[config.mk]
export PLATFORM = sky130hd
export DESIGN_NAME = cva6_irq_conditioner
export DESIGN_NICKNAME = d
export VERILOG_FILES = /design/src/rtl/cva6_irq_conditioner.sv
export SDC_FILE = /design/constraint.sdc
export NUM_CORES = 1
export LEC_CHECK = 0
export ABC_AREA = 1
export BUFFER_PORTS_ARGS = -buffer_cell sky130_fd_sc_hd__buf_2
export CELL_PAD_IN_SITES_DETAIL_PLACEMENT = 1
export CELL_PAD_IN_SITES_GLOBAL_PLACEMENT = 1
export CORE_ASPECT_RATIO = 2
export CORE_MARGIN = 1.5
export CORE_UTILIZATION = 40
export CTS_BUF_LIST = sky130_fd_sc_hd__clkbuf_8
export CTS_CLUSTER_DIAMETER = 30
export CTS_CLUSTER_SIZE = 40
export DETAILED_ROUTE_END_ITERATION = 8
export GPL_TIMING_DRIVEN = 0
export PLACE_DENSITY = 0.8
export REMOVE_ABC_BUFFERS = 1
export SYNTH_ARGS = -nofsm -noshare
export SYNTH_HDL_FRONTEND = slang
export SYNTH_SLANG_ARGS = --single-unit
[constraint.sdc]
create_clock -name aclk -period 1.6 [get_ports aclk]
set_input_delay 0.4 -clock aclk [delete_from_list [all_inputs] [get_ports aclk]]
set_output_delay 0.4 -clock aclk [all_outputs]
set_load 0.02 [all_outputs]
[src/rtl/cva6_irq_conditioner.sv]
// Interrupt front-end for the CVA6 core interrupt inputs.
//
// Each of NUM_IRQ asynchronous sources goes through a synchroniser. It is then
// tracked as pending (rising-edge or level mode, chosen per channel by
// EDGE_MASK) and as in-service. The channel is routed to NUM_TARGETS
// privilege-level request lines through per-target enables. Software takes
// the lowest eligible channel with a claim strobe and releases it with a
// complete strobe.
//
// Ports:
//   aclk, areset       clock, synchronous active-high reset
//   irq_src_i          asynchronous interrupt sources, one per channel
//   irq_en_i           bit [t*NUM_IRQ+i] routes channel i to target t (quasi-static)
//   irqs_o             registered interrupt request per target
//   claim_i            one-cycle claim strobe for target claim_target_i
//   claim_ack_o        pulses one cycle after every claim_i
//   claim_hit_o        with claim_ack_o: a channel was claimed
//   claim_id_o         claimed channel ID (0 on a miss)
//   complete_i         one-cycle completion strobe for channel complete_id_i
module cva6_irq_conditioner #(
    parameter int unsigned        NUM_IRQ     = 8,
    parameter int unsigned        NUM_TARGETS = 2,
    parameter int unsigned        SYNC_STAGES = 2,
    parameter logic [NUM_IRQ-1:0] EDGE_MASK   = {NUM_IRQ{1'b1}},
    parameter int unsigned        IDW         = (NUM_IRQ > 1) ? $clog2(NUM_IRQ) : 1
) (
    input  logic                                                     aclk,
    input  logic                                                     areset,
    input  logic [NUM_IRQ-1:0]                                       irq_src_i,
    input  logic [NUM_TARGETS*NUM_IRQ-1:0]                           irq_en_i,
    output logic [NUM_TARGETS-1:0]                                   irqs_o,
    input  logic                                                     claim_i,
    input  logic [((NUM_TARGETS > 1) ? $clog2(NUM_TARGETS) : 1)-1:0] claim_target_i,
    output logic                                                     claim_ack_o,
    output logic                                                     claim_hit_o,
    output logic [IDW-1:0]                                           claim_id_o,
    input  logic                                                     complete_i,
    input  logic [IDW-1:0]                                           complete_id_i
);

    // Synchroniser chain; the last stage is the synchronised source s.
    logic [SYNC_STAGES-1:0][NUM_IRQ-1:0] sync_q, sync_d;
    logic [NUM_IRQ-1:0]                  s, s_d_q, s_d_d, rise;

    logic [NUM_IRQ-1:0]                  pending_q, pending_d;
    logic [NUM_IRQ-1:0]                  in_service_q, in_service_d;
    logic [NUM_TARGETS-1:0]              irqs_q, irqs_d;
    logic                                claim_ack_q, claim_ack_d;
    logic                                claim_hit_q, claim_hit_d;
    logic [IDW-1:0]                      claim_id_q, claim_id_d;

    logic [NUM_TARGETS-1:0][NUM_IRQ-1:0] elig;
    logic [NUM_IRQ-1:0]                  claim_row;
    logic [NUM_IRQ-1:0]                  claimed;   // one-hot channel taken this edge
    logic [NUM_IRQ-1:0]                  completed; // one-hot channel released this edge

    always_comb begin
        sync_d = {sync_q[SYNC_STAGES-2:0], irq_src_i};
        s      = sync_q[SYNC_STAGES-1];
        s_d_d  = s;
        rise   = s & ~s_d_q;
    end

    // Eligibility per target and the registered request lines.
    always_comb begin
        elig   = '0;
        irqs_d = '0;
        for (int unsigned t = 0; t < NUM_TARGETS; t++) begin
            elig[t]   = pending_q & ~in_service_q & irq_en_i[t*NUM_IRQ +: NUM_IRQ];
            irqs_d[t] = |elig[t];
        end
    end

    // Claim: lowest-index eligible channel of the addressed target. A target
    // index beyond NUM_TARGETS matches no row and therefore misses.
    always_comb begin
        claim_row = '0;
        for (int unsigned t = 0; t < NUM_TARGETS; t++) begin
            if (32'(claim_target_i) == t) begin
                claim_row = elig[t];
            end
        end
        claimed    = '0;
        claim_id_d = '0;
        if (claim_i) begin
            for (int unsigned i = 0; i < NUM_IRQ; i++) begin
                if (claim_row[i] && (claimed == '0)) begin
                    claimed[i] = 1'b1;
                    claim_id_d = IDW'(i);
                end
            end
        end
        claim_hit_d = |claimed;
        claim_ack_d = claim_i;
    end

    // Completion only acts on a channel that is actually in service; IDs at or
    // beyond NUM_IRQ never match and are dropped.
    always_comb begin
        completed = '0;
        for (int unsigned i = 0; i < NUM_IRQ; i++) begin
            completed[i] = complete_i && (32'(complete_id_i) == i) && in_service_q[i];
        end
    end

    // Edge mode: a rise wins over a coincident claim so the new event is kept
    // (one deep). Level mode simply follows the synchronised source.
    always_comb begin
        pending_d = '0;
        for (int unsigned i = 0; i < NUM_IRQ; i++) begin
            if (EDGE_MASK[i]) begin
                pending_d[i] = rise[i] | (pending_q[i] & ~claimed[i]);
            end else begin
                pending_d[i] = s[i];
            end
        end
        in_service_d = (in_service_q & ~completed) | claimed;
    end

    always_ff @(posedge aclk) begin
        if (areset) begin
            sync_q       <= '0;
            s_d_q        <= '0;
            pending_q    <= '0;
            in_service_q <= '0;
            irqs_q       <= '0;
            claim_ack_q  <= 1'b0;
            claim_hit_q  <= 1'b0;
            claim_id_q   <= '0;
        end else begin
            sync_q       <= sync_d;
            s_d_q        <= s_d_d;
            pending_q    <= pending_d;
            in_service_q <= in_service_d;
            irqs_q       <= irqs_d;
            claim_ack_q  <= claim_ack_d;
            claim_hit_q  <= claim_hit_d;
            claim_id_q   <= claim_id_d;
        end
    end

    assign irqs_o      = irqs_q;
    assign claim_ack_o = claim_ack_q;
    assign claim_hit_o = claim_hit_q;
    assign claim_id_o  = claim_id_q;

endmodule

# Word-level counts from Yosys, hierarchy flattened
# Index checks and enable logic that the tools add are counted.
# W data, S select, Z words.
dict set report totals {
  wordCells 109
  in_bits 32
  output_inout_bits 7
  ff_bits 47
}
dict set report classes {
  muxes 24
  n_reduce_logical 34
  n_eq_ne 7
  bitwise_logic 35
}
# cell count
set op_table {}
lappend op_table {{$and A8 B8 Y8} 5}
lappend op_table {{$not A8 Y8} 3}
lappend op_table {{$reduce_or A8 Y1} 3}
lappend op_table {{$logic_and A1 B1 Y1} 23}
lappend op_table {{$mux W3} 6}
lappend op_table {{$mux W1} 16}
lappend op_table {{$mux W8} 2}
lappend op_table {{$eq A3 B3 Y1 const B} 4}
lappend op_table {{$not A1 Y1} 10}
lappend op_table {{$and A1 B1 Y1} 8}
lappend op_table {{$or A1 B1 Y1} 8}
lappend op_table {{$or A8 B8 Y8} 1}
lappend op_table {{$logic_not A7 Y1} 1}
lappend op_table {{$eq A3 B2 Y1 const B} 2}
lappend op_table {{$logic_not A3 Y1} 2}
lappend op_table {{$logic_not A6 Y1} 1}
lappend op_table {{$logic_not A5 Y1} 1}
lappend op_table {{$logic_not A4 Y1} 1}
lappend op_table {{$eq A3 B1 Y1 const B} 1}
lappend op_table {{$logic_not A2 Y1} 1}
lappend op_table {{$reduce_or A2 Y1} 1}

# Longest topological paths before layout
dict set report depth {
  word_depth 37
  mapped_depth 12
  depth_no_buf 12
}

# Worst setup path before layout
# No wires, ideal clock.
dict set report synth_timing {
  path_kind {input-to-reg}
  start {input claim_target_i}
  end {register pending_q[7]}
  setup_time_ns 0.112
  arrival_ns 1.283
  required_time_ns 1.488
  stages 10
  setup_slack_ns 0.205
  n_path_buf 0
  path_cell_list {inv_1 nor2_1 nor2_4 nand2_2 nor2_8 nand4_4 nor2_4 nand2_2 nand2_1 nand2_1}
}
dict set report synth_between {
  elab_chain_len 34
}
# element line_no
set synth_rtl {}
lappend synth_rtl {{from (decl)} 33} ;# input logic [((NUM_TARGETS > 1) ? $clog2(NUM_TARGETS) : 1)-1:0] claim_target_i,
lappend synth_rtl {{$mux W8 *} 79} ;# if (32'(claim_target_i) == t) begin
lappend synth_rtl {{$mux W1} 87} ;# if (claim_row[i] && (claimed == '0)) begin
lappend synth_rtl {{$mux W1} 85} ;# if (claim_i) begin
lappend synth_rtl {{$not A1 Y1} 87}
lappend synth_rtl {{$logic_and A1 B1 Y1} 87}
lappend synth_rtl {{$mux W1} 87}
lappend synth_rtl {{$mux W1} 85}
lappend synth_rtl {{$logic_not A2 Y1} 87}
lappend synth_rtl {{[... 18 more ...]} --}
lappend synth_rtl {{$mux W1} 85}
lappend synth_rtl {{$logic_not A7 Y1} 87}
lappend synth_rtl {{$logic_and A1 B1 Y1 *} 87}
lappend synth_rtl {{$mux W1 *} 87}
lappend synth_rtl {{$mux W8 *} 85}
lappend synth_rtl {{$not A1 Y1 *} 112} ;# pending_d[i] = rise[i] | (pending_q[i] & ~claimed[i]);
lappend synth_rtl {{$and A1 B1 Y1 *} 112}
lappend synth_rtl {{$or A1 B1 Y1 *} 112}
lappend synth_rtl {{to (signal assigned)} 133} ;# pending_q <= pending_d;
lappend synth_rtl {{to (decl)} 45} ;# logic [NUM_IRQ-1:0] pending_q, pending_d;
# Every way passes the cells marked *; elsewhere a longest branch is shown, timed or not. The select of a mux whose other input is x is not followed.
# A chain may end at the register's enable or synchronous reset.

# Worst setup path in the final report
dict set report layout_timing {
  start {register in_service_q[2]}
  end {register pending_q[7]}
}
dict set report layout_between {
  elab_chain_len 30
  elab_cells_between_ends 31
  classes_between {mux (13); bitwise (7); reduce/logical (11)}
}
# element line_no
set layout_rtl {}
lappend layout_rtl {{from (decl)} 46} ;# logic [NUM_IRQ-1:0] in_service_q, in_service_d;
lappend layout_rtl {{from (signal assigned)} 134} ;# in_service_q <= in_service_d;
lappend layout_rtl {{$not A8 Y8 *} 69} ;# elig[t] = pending_q & ~in_service_q & irq_en_i[t*NUM_IRQ +: NUM_IRQ];
lappend layout_rtl {{$and A8 B8 Y8 *} 69}
lappend layout_rtl {{$and A8 B8 Y8} 69}
lappend layout_rtl {{$mux W8 *} 79}
lappend layout_rtl {{$logic_and A1 B1 Y1 *} 87}
lappend layout_rtl {{$mux W1 *} 87}
lappend layout_rtl {{$mux W1 *} 85}
lappend layout_rtl {{$logic_not A3 Y1} 87}
lappend layout_rtl {{[... 14 more ...]} --}
lappend layout_rtl {{$mux W1} 85}
lappend layout_rtl {{$logic_not A7 Y1 *} 87}
lappend layout_rtl {{$logic_and A1 B1 Y1 *} 87}
lappend layout_rtl {{$mux W1 *} 87}
lappend layout_rtl {{$mux W8 *} 85}
lappend layout_rtl {{$not A1 Y1 *} 112}
lappend layout_rtl {{$and A1 B1 Y1 *} 112}
lappend layout_rtl {{$or A1 B1 Y1 *} 112}
# Marked as above.

==> metrics <==
fin. max-slew vios=0; Die ar.=0.00509 sq mm; buffers added on ports=38; post-synth top area cell=dfxtp_1; Max Fclk=0.656 GHz; synthesized area per cell=7.41 sq um; number of global-route vias before repair=1695; final core utilization=0.518; Worst Max-Slew Pin Slew=0.728 ns; via-per-instance ratio=4.82; Buf/Inv on CP=1; clk_skew=0.00964 ns; DRC Markers=0; clk_lat worst skew=0.30 ns; Worst Hold End=sync_d[8]$_SDFF_PP0_; top cells by area, synth=dfxtp_1 (51%), nor2_1 (11%), inv_1 (9.9%), nand2_1 (6.5%), nand3_1 (4.8%); crit path capture type=register; highest routed layer=met4; Nets=324; R2R Setup Slk=0.08 ns; status=complete, no violations; WL met2=2.75 mm; wire length on met3=146 um; area of the multi-input gates=763 sq um; Slowest cell on crit path=dfxtp_2; Reg power frac=0.506; Post-synth top flop=dfxtp_1; count of cell types in the netlist=21; ANT cells=0; period utilization=0.952; placed insts=336; most common cell in the netlist=nor2_1; largest net degree at the start of global routing=43; post-synth design cell area=0.00186 sq mm; Internal=1.84 mW; die span in y=99.4 um; Longest Clk Path Bufs=2; routed length per instance=13.4 um; DR iter-0 viols=27; Switch Pwr=0.613 mW; Layout fillers=610; #FFs+latches synth=47; clock share of power=0.377; Mapped Cells=251; FF+latch area=943 sq um; clock slew at reported path FFs=0.09 ns; CTS tree=built; maximum capacitance violations=0; leakage power=1.12 nW; H-tree depth=2; cts bufs inserted=5; antenna violations before repair=0; Sw Share=0.250; Seq/Total Area, Yosys=0.506; largest delay contributor family on the critical path=simple AND/OR/NAND/NOR gates; most frequent CP cell=nand2_1; Crit path largest cell delay=0.34 ns; share of the synthesized area in the top cell type=0.506; share of layout cells above drive strength 1=0.249; DR pass1 iterations=4; non-filler cells, final=347; Worst EP required=1.80 ns; worst hold path class=input pin to register; worst path cell trace=inv_1 -> nand3_2 -> nand2_1 -> nand2_2 -> nand2_4 -> nor2_8 -> nand4_4 -> nor2_4 -> nand2_2 -> nand2_1 -> nand2_1; crit path launch=in_service_q[2]$_SDFF_PP0_; number of routed nets with antenna violations=0; Fin. Hold Viols=0; Rel. slew slack=0.515; Routed WL=4.65 mm; I/O pin total=39; total power=2.45 mW; R2R Path End=pending_q[7]$_SDFF_PP0_; DP Wirelength=3.45 mm; Tot GR Track Use=0.193; Tmin final=1.52 ns; vias=1672; num rows=34; final worst setup slack=0.0760 ns; global-route wire length before repair=7.25 mm; critical-path maximum fanout=5; Worst R2R Start=in_service_q[2]$_SDFF_PP0_; Syn-to-layout area delta=23.3%; Core Area=0.00442 sq mm; async set-reset flop share out of synthesis=0; setup_tns=0 ns; pre-CTS setup slack=-0.323 ns; commonest cells in the netlist=nor2_1 (53), inv_1 (49), dfxtp_1 (47); worst vdd ir=0.000607 V; gpl congestion=0.796; Root Buffer=clkbuf_8; grt total ovfl=0; cells on worst reg2reg path=11; Power Dens Cells=1070 mW/mm^2; hold_sp=irq_src_i[0]; critical path class=register to register; final setup fails=0; WHS Path Cells=3; Startpoint Class=register; initial core utilization=0.420; Chip Width=51.2 um; Worst Path Arrival=1.72 ns; yosys warns=0; met1 WL=1.62 mm; Sinks on Clock Net=47; number of synthesized flops with an enable pin=0; combinational share of power=0.117
==> layer usage <==
metal / global-route usage / vias to the layer above
met5: 0 / -
met1: 0.182 / 780
met4: 0.0931 / 0
met2: 0.380 / 36
met3: 0.0285 / 11
li1: - / 845
==> cells by family after synthesis <==
group	share of synthesized area
simple gates	0.292
buf+inv	0.116
flops	0.506
compound gates	0.0861
==> cells in the final DEF (no fill, tap or decap), drive strengths merged <==
cell type   n
dfxtp      47
buf        41
a21oi      17
bufinv      1
nor2       56
nor4b       1
nand2      36
clkbuf      6
a31oi       2
inv        50
o21ai      11
and3        2
nor3        1
nand3      18
nand4       4
==> cell type report <==
type	count	share of cell area
Sequential cell	47	0.412
Clock inverter	2	0.0169
Timing Repair Buffer	41	0.0928
Multi-Input combinational cell	148	0.333
Clock buffer	6	0.0360
Tap cell	54	0.0295
Inverter	49	0.0802
==> registers in the layout, summed over array words and instances, names as in the netlist <==
name / cells
claim_ack_o: 1
sync_d: 8
irqs_o: 2
in_service_q: 8
s_d_q: 8
s: 8
pending_q: 8
claim_id_o: 3
claim_hit_o: 1
==> stage by stage <==
stage	area, sq um	hold WS, ns
6_report	2290	0.299
5_1_grt	2290	0.293
4_1_cts	2210	0.293
3_5_place_dp	2090	0.398
3_3_place_gp	2090	0.389
2_1_floorplan	1830	0.388
==> worst reg2reg max path: cells and delay by family (launching register included) <==
family | cells | cell delay [ns]
DFF | 1 | 0.34
and+or+nand+nor | 10 | 1.01
buffers and inverters | 1 | 0.06
==> worst max path at each step <==
| stage | endpoint | cells past startpoint | slack [ns] |
|---|---|---|---|
| after floorplan | claim_id_o[2]$_SDFF_PP0_ | 10 | 0.21 |
| after detailed placement | claim_id_o[2]$_SDFF_PP0_ | 11 | -0.32 |
| final | pending_q[7]$_SDFF_PP0_ | 11 | 0.08 |
| after global routing | pending_q[3]$_SDFF_PP0_ | 11 | -0.07 |
| after global placement | claim_id_o[2]$_SDFF_PP0_ | 11 | -0.24 |
| after CTS | pending_q[7]$_SDFF_PP0_ | 11 | 0.05 |
==> power groups by stage <==
| stage | Combinational, mW | Clock (mW) | Sequential (mW) |
|---|---|---|---|
| global placement | 0.254 | 0 | 1.26 |
| CTS | 0.269 | 0.950 | 1.24 |
| detailed placement | 0.265 | 0 | 1.27 |
| finish | 0.286 | 0.925 | 1.24 |
| floorplan | 0.138 | 0 | 1.28 |
| global route | 0.320 | 1.00 | 1.25 |
==> repair_timing <==
action / in CTS / in global routing
hold buffers: 0 / 0
pin swaps: 0 / 6
setup endpoints to repair: 1 / 7
setup buffers: 0 / 3
gates resized for setup: 1 / 17
Power figures use the tool's default switching activity.
